===== config.mk =====
export PLATFORM = sky130hd
export DESIGN_NAME = capture_multi_ts
export DESIGN_NICKNAME = d
export VERILOG_FILES = /design/src/rtl/capture_pkg.sv /design/src/rtl/capture_channel.sv /design/src/rtl/capture_multi_ts.sv
export SDC_FILE = /design/constraint.sdc
export NUM_CORES = 1
export LEC_CHECK = 0
export CAP_MARGIN = 20
export CORE_ASPECT_RATIO = 1.2
export CORE_MARGIN = 4
export CORE_UTILIZATION = 41
export CTS_BUF_LIST = sky130_fd_sc_hd__clkbuf_8
export DETAILED_ROUTE_END_ITERATION = 8
export HOLD_SLACK_MARGIN = 0.1
export PLACE_DENSITY = 0.63
export SETUP_SLACK_MARGIN = 0.3
export SLEW_MARGIN = 20
export SYNTH_ARGS = -nofsm -noshare
export SYNTH_HDL_FRONTEND = slang
export SYNTH_SLANG_ARGS = --single-unit

===== constraint.sdc =====
create_clock -name i_clk -period 3.6 [get_ports i_clk]
set_input_delay 1.08 -clock i_clk [delete_from_list [all_inputs] [get_ports i_clk]]
set_output_delay 1.08 -clock i_clk [all_outputs]
set_load 0.01 [all_outputs]

===== src/rtl/capture_pkg.sv =====
// rtl/capture_pkg.sv - edge-mode type, default widths and edge qualifier shared by capture_multi_ts
// Imported by capture_channel and capture_multi_ts.
package capture_pkg;

  typedef enum logic [1:0] {
    EDGE_OFF  = 2'b00,
    EDGE_RISE = 2'b01,
    EDGE_FALL = 2'b10,
    EDGE_BOTH = 2'b11
  } edge_mode_t;

  localparam int DEF_CHANNELS  = 4;
  localparam int DEF_FLT_WIDTH = 8;
  localparam int DEF_TS_WIDTH  = 24;

  function automatic logic edge_qualify(input edge_mode_t mode, input logic rise, input logic fall);
    case (mode)
      EDGE_RISE: return rise;
      EDGE_FALL: return fall;
      EDGE_BOTH: return rise | fall;
      default:   return 1'b0;
    endcase
  endfunction

endpackage


===== src/rtl/capture_channel.sv =====
// rtl/capture_channel.sv - one capture channel: synchroniser, glitch filter, edge qualifier, holding register
// Timestamps come from the shared free-running counter owned by the top level.
module capture_channel
  import capture_pkg::*;
#(
  parameter int FLT_WIDTH = DEF_FLT_WIDTH,
  parameter int TS_WIDTH  = DEF_TS_WIDTH
) (
  input  logic                 i_clk,
  input  logic                 i_rst_n,
  input  logic                 i_ena,
  input  logic                 i_filt_ena,
  input  logic [FLT_WIDTH-1:0] i_flt_val,
  input  logic [1:0]           i_edge_mode,
  input  logic                 i_d,
  input  logic                 i_cap_ack,
  input  logic                 i_ovr_clr,
  input  logic [TS_WIDTH-1:0]  i_ts_now,
  output logic                 o_filtered,
  output logic                 o_edge_pulse,
  output logic                 o_cap_valid,
  output logic [TS_WIDTH-1:0]  o_cap_ts,
  output logic [TS_WIDTH-1:0]  o_cap_period,
  output logic                 o_cap_pol,
  output logic                 o_cap_first,
  output logic                 o_overrun
);

  logic [1:0]           r_sync;
  logic [FLT_WIDTH-1:0] r_cnt;
  logic                 r_filtered;
  logic                 r_prev;
  logic                 r_edge_pulse;
  logic                 r_cap_valid;
  logic [TS_WIDTH-1:0]  r_cap_ts;
  logic [TS_WIDTH-1:0]  r_cap_period;
  logic                 r_cap_pol;
  logic                 r_cap_first;
  logic                 r_overrun;
  logic [TS_WIDTH-1:0]  r_last_ts;
  logic                 r_seen;

  logic                 w_d_s;
  logic                 w_rise;
  logic                 w_fall;
  logic                 w_capture;
  edge_mode_t           w_mode;
  logic [TS_WIDTH-1:0]  w_period;

  assign w_d_s  = r_sync[1];
  assign w_mode = edge_mode_t'(i_edge_mode);
  assign w_rise = r_filtered & ~r_prev;
  assign w_fall = ~r_filtered & r_prev;

  // The edge is seen one cycle after filtered changes, so i_ts_now here is
  // already the value from the cycle in which filtered first showed the new level.
  assign w_capture = i_ena & edge_qualify(w_mode, w_rise, w_fall);
  assign w_period  = r_seen ? (i_ts_now - r_last_ts) : '0;

  always_ff @(posedge i_clk or negedge i_rst_n) begin
    if (!i_rst_n) begin
      r_sync <= '0;
    end else begin
      r_sync <= {r_sync[0], i_d};
    end
  end

  // >= lets a lowered threshold take effect on the very next mismatching cycle.
  always_ff @(posedge i_clk or negedge i_rst_n) begin
    if (!i_rst_n) begin
      r_cnt      <= '0;
      r_filtered <= 1'b0;
      r_prev     <= 1'b0;
    end else if (i_ena) begin
      r_prev <= r_filtered;
      if (w_d_s == r_filtered) begin
        r_cnt <= '0;
      end else if (r_cnt >= i_flt_val) begin
        r_filtered <= w_d_s;
        r_cnt      <= '0;
      end else if (i_filt_ena) begin
        r_cnt <= r_cnt + 1'b1;
      end
    end
  end

  always_ff @(posedge i_clk or negedge i_rst_n) begin
    if (!i_rst_n) begin
      r_edge_pulse <= 1'b0;
      r_cap_valid  <= 1'b0;
      r_cap_ts     <= '0;
      r_cap_period <= '0;
      r_cap_pol    <= 1'b0;
      r_cap_first  <= 1'b0;
      r_last_ts    <= '0;
      r_seen       <= 1'b0;
    end else begin
      r_edge_pulse <= w_capture;
      if (w_capture) begin
        r_cap_ts     <= i_ts_now;
        r_cap_period <= w_period;
        r_cap_first  <= ~r_seen;
        r_cap_pol    <= r_filtered;
        r_cap_valid  <= 1'b1;
        r_last_ts    <= i_ts_now;
        r_seen       <= 1'b1;
      end else if (i_cap_ack) begin
        r_cap_valid <= 1'b0;
      end
    end
  end

  // A same-cycle ack means the consumer took the old sample, so no data was lost.
  always_ff @(posedge i_clk or negedge i_rst_n) begin
    if (!i_rst_n) begin
      r_overrun <= 1'b0;
    end else if (w_capture && r_cap_valid && !i_cap_ack) begin
      r_overrun <= 1'b1;
    end else if (i_ovr_clr) begin
      r_overrun <= 1'b0;
    end
  end

  assign o_filtered   = r_filtered;
  assign o_edge_pulse = r_edge_pulse;
  assign o_cap_valid  = r_cap_valid;
  assign o_cap_ts     = r_cap_ts;
  assign o_cap_period = r_cap_period;
  assign o_cap_pol    = r_cap_pol;
  assign o_cap_first  = r_cap_first;
  assign o_overrun    = r_overrun;

endmodule


===== src/rtl/capture_multi_ts.sv =====
// rtl/capture_multi_ts.sv - multi-channel filtered edge capture with shared free-running timestamp
// Owns ts_now and slices the flat per-channel vectors onto capture_channel instances.
module capture_multi_ts
  import capture_pkg::*;
#(
  parameter int CHANNELS  = DEF_CHANNELS,
  parameter int FLT_WIDTH = DEF_FLT_WIDTH,
  parameter int TS_WIDTH  = DEF_TS_WIDTH
) (
  input  logic                          i_clk,
  input  logic                          i_rst_n,
  input  logic                          i_ena,
  input  logic [CHANNELS-1:0]           i_filt_ena,
  input  logic [CHANNELS*FLT_WIDTH-1:0] i_flt_val,
  input  logic [2*CHANNELS-1:0]         i_edge_mode,
  input  logic [CHANNELS-1:0]           i_d,
  input  logic [CHANNELS-1:0]           i_cap_ack,
  input  logic [CHANNELS-1:0]           i_ovr_clr,
  output logic [TS_WIDTH-1:0]           o_ts_now,
  output logic [CHANNELS-1:0]           o_filtered,
  output logic [CHANNELS-1:0]           o_edge_pulse,
  output logic [CHANNELS-1:0]           o_cap_valid,
  output logic [CHANNELS*TS_WIDTH-1:0]  o_cap_ts,
  output logic [CHANNELS*TS_WIDTH-1:0]  o_cap_period,
  output logic [CHANNELS-1:0]           o_cap_pol,
  output logic [CHANNELS-1:0]           o_cap_first,
  output logic [CHANNELS-1:0]           o_overrun
);

  logic [TS_WIDTH-1:0] r_ts_now;

  // Keeps counting while i_ena is low so periods stay referenced to real time.
  always_ff @(posedge i_clk or negedge i_rst_n) begin
    if (!i_rst_n) begin
      r_ts_now <= '0;
    end else begin
      r_ts_now <= r_ts_now + 1'b1;
    end
  end

  assign o_ts_now = r_ts_now;

  for (genvar g = 0; g < CHANNELS; g++) begin : g_ch
    capture_channel #(
      .FLT_WIDTH (FLT_WIDTH),
      .TS_WIDTH  (TS_WIDTH)
    ) u_ch (
      .i_clk        (i_clk),
      .i_rst_n      (i_rst_n),
      .i_ena        (i_ena),
      .i_filt_ena   (i_filt_ena[g]),
      .i_flt_val    (i_flt_val[g*FLT_WIDTH +: FLT_WIDTH]),
      .i_edge_mode  (i_edge_mode[2*g +: 2]),
      .i_d          (i_d[g]),
      .i_cap_ack    (i_cap_ack[g]),
      .i_ovr_clr    (i_ovr_clr[g]),
      .i_ts_now     (r_ts_now),
      .o_filtered   (o_filtered[g]),
      .o_edge_pulse (o_edge_pulse[g]),
      .o_cap_valid  (o_cap_valid[g]),
      .o_cap_ts     (o_cap_ts[g*TS_WIDTH +: TS_WIDTH]),
      .o_cap_period (o_cap_period[g*TS_WIDTH +: TS_WIDTH]),
      .o_cap_pol    (o_cap_pol[g]),
      .o_cap_first  (o_cap_first[g]),
      .o_overrun    (o_overrun[g])
    );
  end

endmodule


==> summary.md <==
| Metric | Value |
|---|---|
| Cts hold-fix bufs | 0 |
| Count of final setup violators | 0 |
| WL per Instance | 19.23 um |
| Reg area | 7211 um2 |
| Ys flop type | dfrtp_1 |
| Fin Clk Skew | 0.02652 ns |
| ANT nets after route | 0 |
| Drt via density | 5.358 |
| Synth top area share | 41.52% |
| Placer Congestion | 0.9067 |
| Boundary Pins | 299 |
| Nets@finish | 2421 |
| Hpwl dp | 40.32 mm |
| Max-Cap Viols | 0 |
| Period minus WS final | 3.168 ns |
| First-pass GRT wire length | 85.75 mm |
| Clock Latency Late Sink | 0.63 ns |
| Worst path required time | 2.52 ns |
| Number of buffers and inverters on the critical path | 1 |
| Worst reg2reg path depth | 12 |
| Worst setup EP type | output pin |
| Syn. warnings | 0 |
| Final Hold Viols | 0 |
| Number of synthesized flops with an enable pin | 0 |
| CP Class | reg -> out |
| F_max | 0.3157 GHz |
| Residual DRC | 0 |
| CP delay by family, top | flip-flops |
| Synth Instances | 1925 |
| Syn nets | 2125 |
| Final instance area | 22190 um2 |
| Share of flip-flops with an asynchronous set or reset | 100.0% |
| CTS buffer count | 51 |
| Starting Density | 41.46% |
| Clock Pin Slew Worst Setup and Hold Paths | 0.06 ns |
| Worst path cell trace | clkdlybuf4s50_1 |
| Fillers | 3904 |
| DR vias | 15034 |
| Layout Cells excl Fill | 2806 |
| Multi-input logic area | 9106 um2 |
| N_diodes | 0 |
| Clk buf depth | 3 |
| Total global-route track usage | 23.49% |
| Port Buffers | 298 |
| Core Area | 41860 um2 |
| Row count | 82 |
| Worst-Margin Slew | 0.9349 ns |
| R2R Path Start | o_ts_now[0] |
| Max-slew headroom | 37.23% |
| CP Depth | 1 |
| Final TNS setup | 0 ns |
| Vias in the first global route | 15456 |
| Dpl cells | 2714 |
| Max Transition Viols Final | 0 |
| Layout cells sized above 1 | 8.053% |
| Hold Startpoint | g_ch[0].u_ch.r_sync[0] |
| Leakage | 10.30 nW |
| Initial antenna violation count | 1 |
| Synth area leaders | dfrtp_1 (42%), ha_1 (9.9%), o21ai_0 (6.6%), nand2_1 (6.1%), inv_1 (3.4%) |
| Yosys reg bits | 288 |
| RSZ-0062 raised after global routing | false |
| Synthesized area per cell | 9.016 um2 |
| Die area | 45700 um2 |
| Area delta synth->final | 27.83% |
| Outcome | finished clean |
| Pwr/cell area | 714.2 nW/um2 |
| Initial DRT Pass Iterations | 7 |
| DP Area | 20990 um2 |
| Cell taking the most area after synthesis | dfrtp_1 |
| CTS tree | built |
| Register-to-register setup slack | 0.51 ns |
| Post-Route WL | 53.97 mm |
| Die Ht | 233.4 um |
| Hold/Removal Path Class | reg -> reg |
| Die X | 195.8 um |
| Hold depth | 0 |
| Clk sinks | 288 |
| H-tree depth | 2 |
| CP max-delay cell | dfrtp_1 |
| Netlist cell types | 73 |
| Iteration-0 DRC Markers | 792 |
| Share of the yosys chip area belonging to registers | 41.52% |
| Critical Path AT | 2.09 ns |
| Final global-route overflow total | 0 |
| CP max FO | 11 |
| Synthesized area | 17360 um2 |
| CP peak stage delay | 0.79 ns |
| Crit share post-route | 87.99% |
| Hold slack | 0.3617 ns |
| IR drop worst, VDD | 0.0004217 V |
| R2r endpoint | g_ch[3].u_ch.o_cap_period[16] |
| Largest net degree at the start of global routing | 64 |
| Hold-critical path endpoint | g_ch[0].u_ch.r_sync[1] |
| Root Buffer | clkbuf_8 |
| CP Launch Type | flop |
stage by stage:
| step | worst slack, ns | util, % | power [mW] |
|---|---|---|---|
| 5_1_grt | 0.3335 | 53.00 | 16.97 |
| 6_report | 0.4322 | 53.00 | 15.85 |
| 2_1_floorplan | 0.7023 | - | 8.838 |
| 4_1_cts | 0.3045 | 52.96 | 16.02 |
| 3_5_place_dp | 0.1123 | 50.14 | 12.37 |
| 3_3_place_gp | 0.1629 | 50.14 | 12.31 |
per-layer routing:
layer	up-vias	GRT usage [%]	part of all wire [%]
met5	-	0	0
met4	0	9.450	3.9
met3	99	5.078	6.2
met2	441	39.94	49
met1	7192	29.17	41
li1	7302	-	-
cell usage after synthesis (14+ instances only):
cell      number
and3_1        17
nor2_1        82
a31oi_1       19
a211oi_1      14
ha_1         137
a21oi_1       82
dfrtp_1      288
xnor2_1       53
clkbuf_1      67
buf_4         24
o31ai_1       50
o21a_1        15
a22o_1        29
nand2_1      284
inv_1        156
a21o_1        31
xor2_1        52
nor3_1        20
nand3_1       32
nand2b_1      27
nor2b_1       25
o21ai_0      229
mux2_2        14
nand4_1       19
report_power, final:
group	leakage (nW)	internal [mW]	total, mW	switching (mW)
Combinational	5.96	3.47	7.38	3.91
Clock	0.635	2.05	3.51	1.46
Sequential	3.70	4.24	4.96	0.718
state kept, by name, summed over array words and instances, names as in the netlist, 8 cells and up:
signal	flops
o_ts_now	24
g_ch.u_ch.o_cap_period	96
g_ch.u_ch.r_cnt	32
g_ch.u_ch.r_sync	8
g_ch.u_ch.o_cap_ts	96
timing repair:
item | in CTS | in global routing
hold endpoints to repair | 0 | 0
buffers inserted | 0 | 0
resized for setup | 2 | 5
gates cloned | 0 | 0
endpoints found under the setup margin | 2 | 6
worst max path at each step:
| stage | start | end | slack [ns] |
|---|---|---|---|
| finish | o_ts_now[16] | o_ts_now[16] | 0.43 |
| global route | o_ts_now[18] | o_ts_now[18] | 0.33 |
| CTS | o_ts_now[17] | o_ts_now[17] | 0.30 |
| detailed placement | i_flt_val[24] | g_ch[3].u_ch.r_cnt[1] | 0.11 |
| global placement | i_flt_val[0] | g_ch[0].u_ch.r_cnt[0] | 0.16 |
| floorplan | i_flt_val[0] | g_ch[0].u_ch.r_cnt[0] | 0.70 |
layout by cell type (no fill, tap or decap), types with 31 or more instances in the layout:
| cell type | count |
|---|---|
| nand3_1 | 32 |
| nand2_1 | 284 |
| nor2_1 | 82 |
| o31ai_1 | 49 |
| clkdlybuf4s50_1 | 297 |
| dfrtp_1 | 285 |
| a21o_1 | 31 |
| buf_4 | 40 |
| o21ai_0 | 229 |
| clkbuf_8 | 68 |
| inv_1 | 164 |
| ha_1 | 137 |
| a21oi_1 | 82 |
| xnor2_1 | 53 |
| xor2_1 | 52 |
cell families (layout without fill, tap and decap cells):
kind of cell    after synthesis  after routing  synth area share, %
compound gates              558            558                20.62
xor+xnor                    105            105                5.298
fa+ha+maj                   141            141                10.34
buf+inv                     261            596                6.178
flops                       288            288                41.52
mux                          19             19                1.211
simple gates                553            553                14.84
cell type report:
type                       count  area share, %
tap                          546          3.079
multi-input combinational   1376          41.04
inverter                     160          2.707
timing repair buffer         344          15.36
clock inverter                24          1.088
clock buffer                  68          4.218
sequential                   288          32.50
No activity file was read; power rests on OpenSTA's default activity.
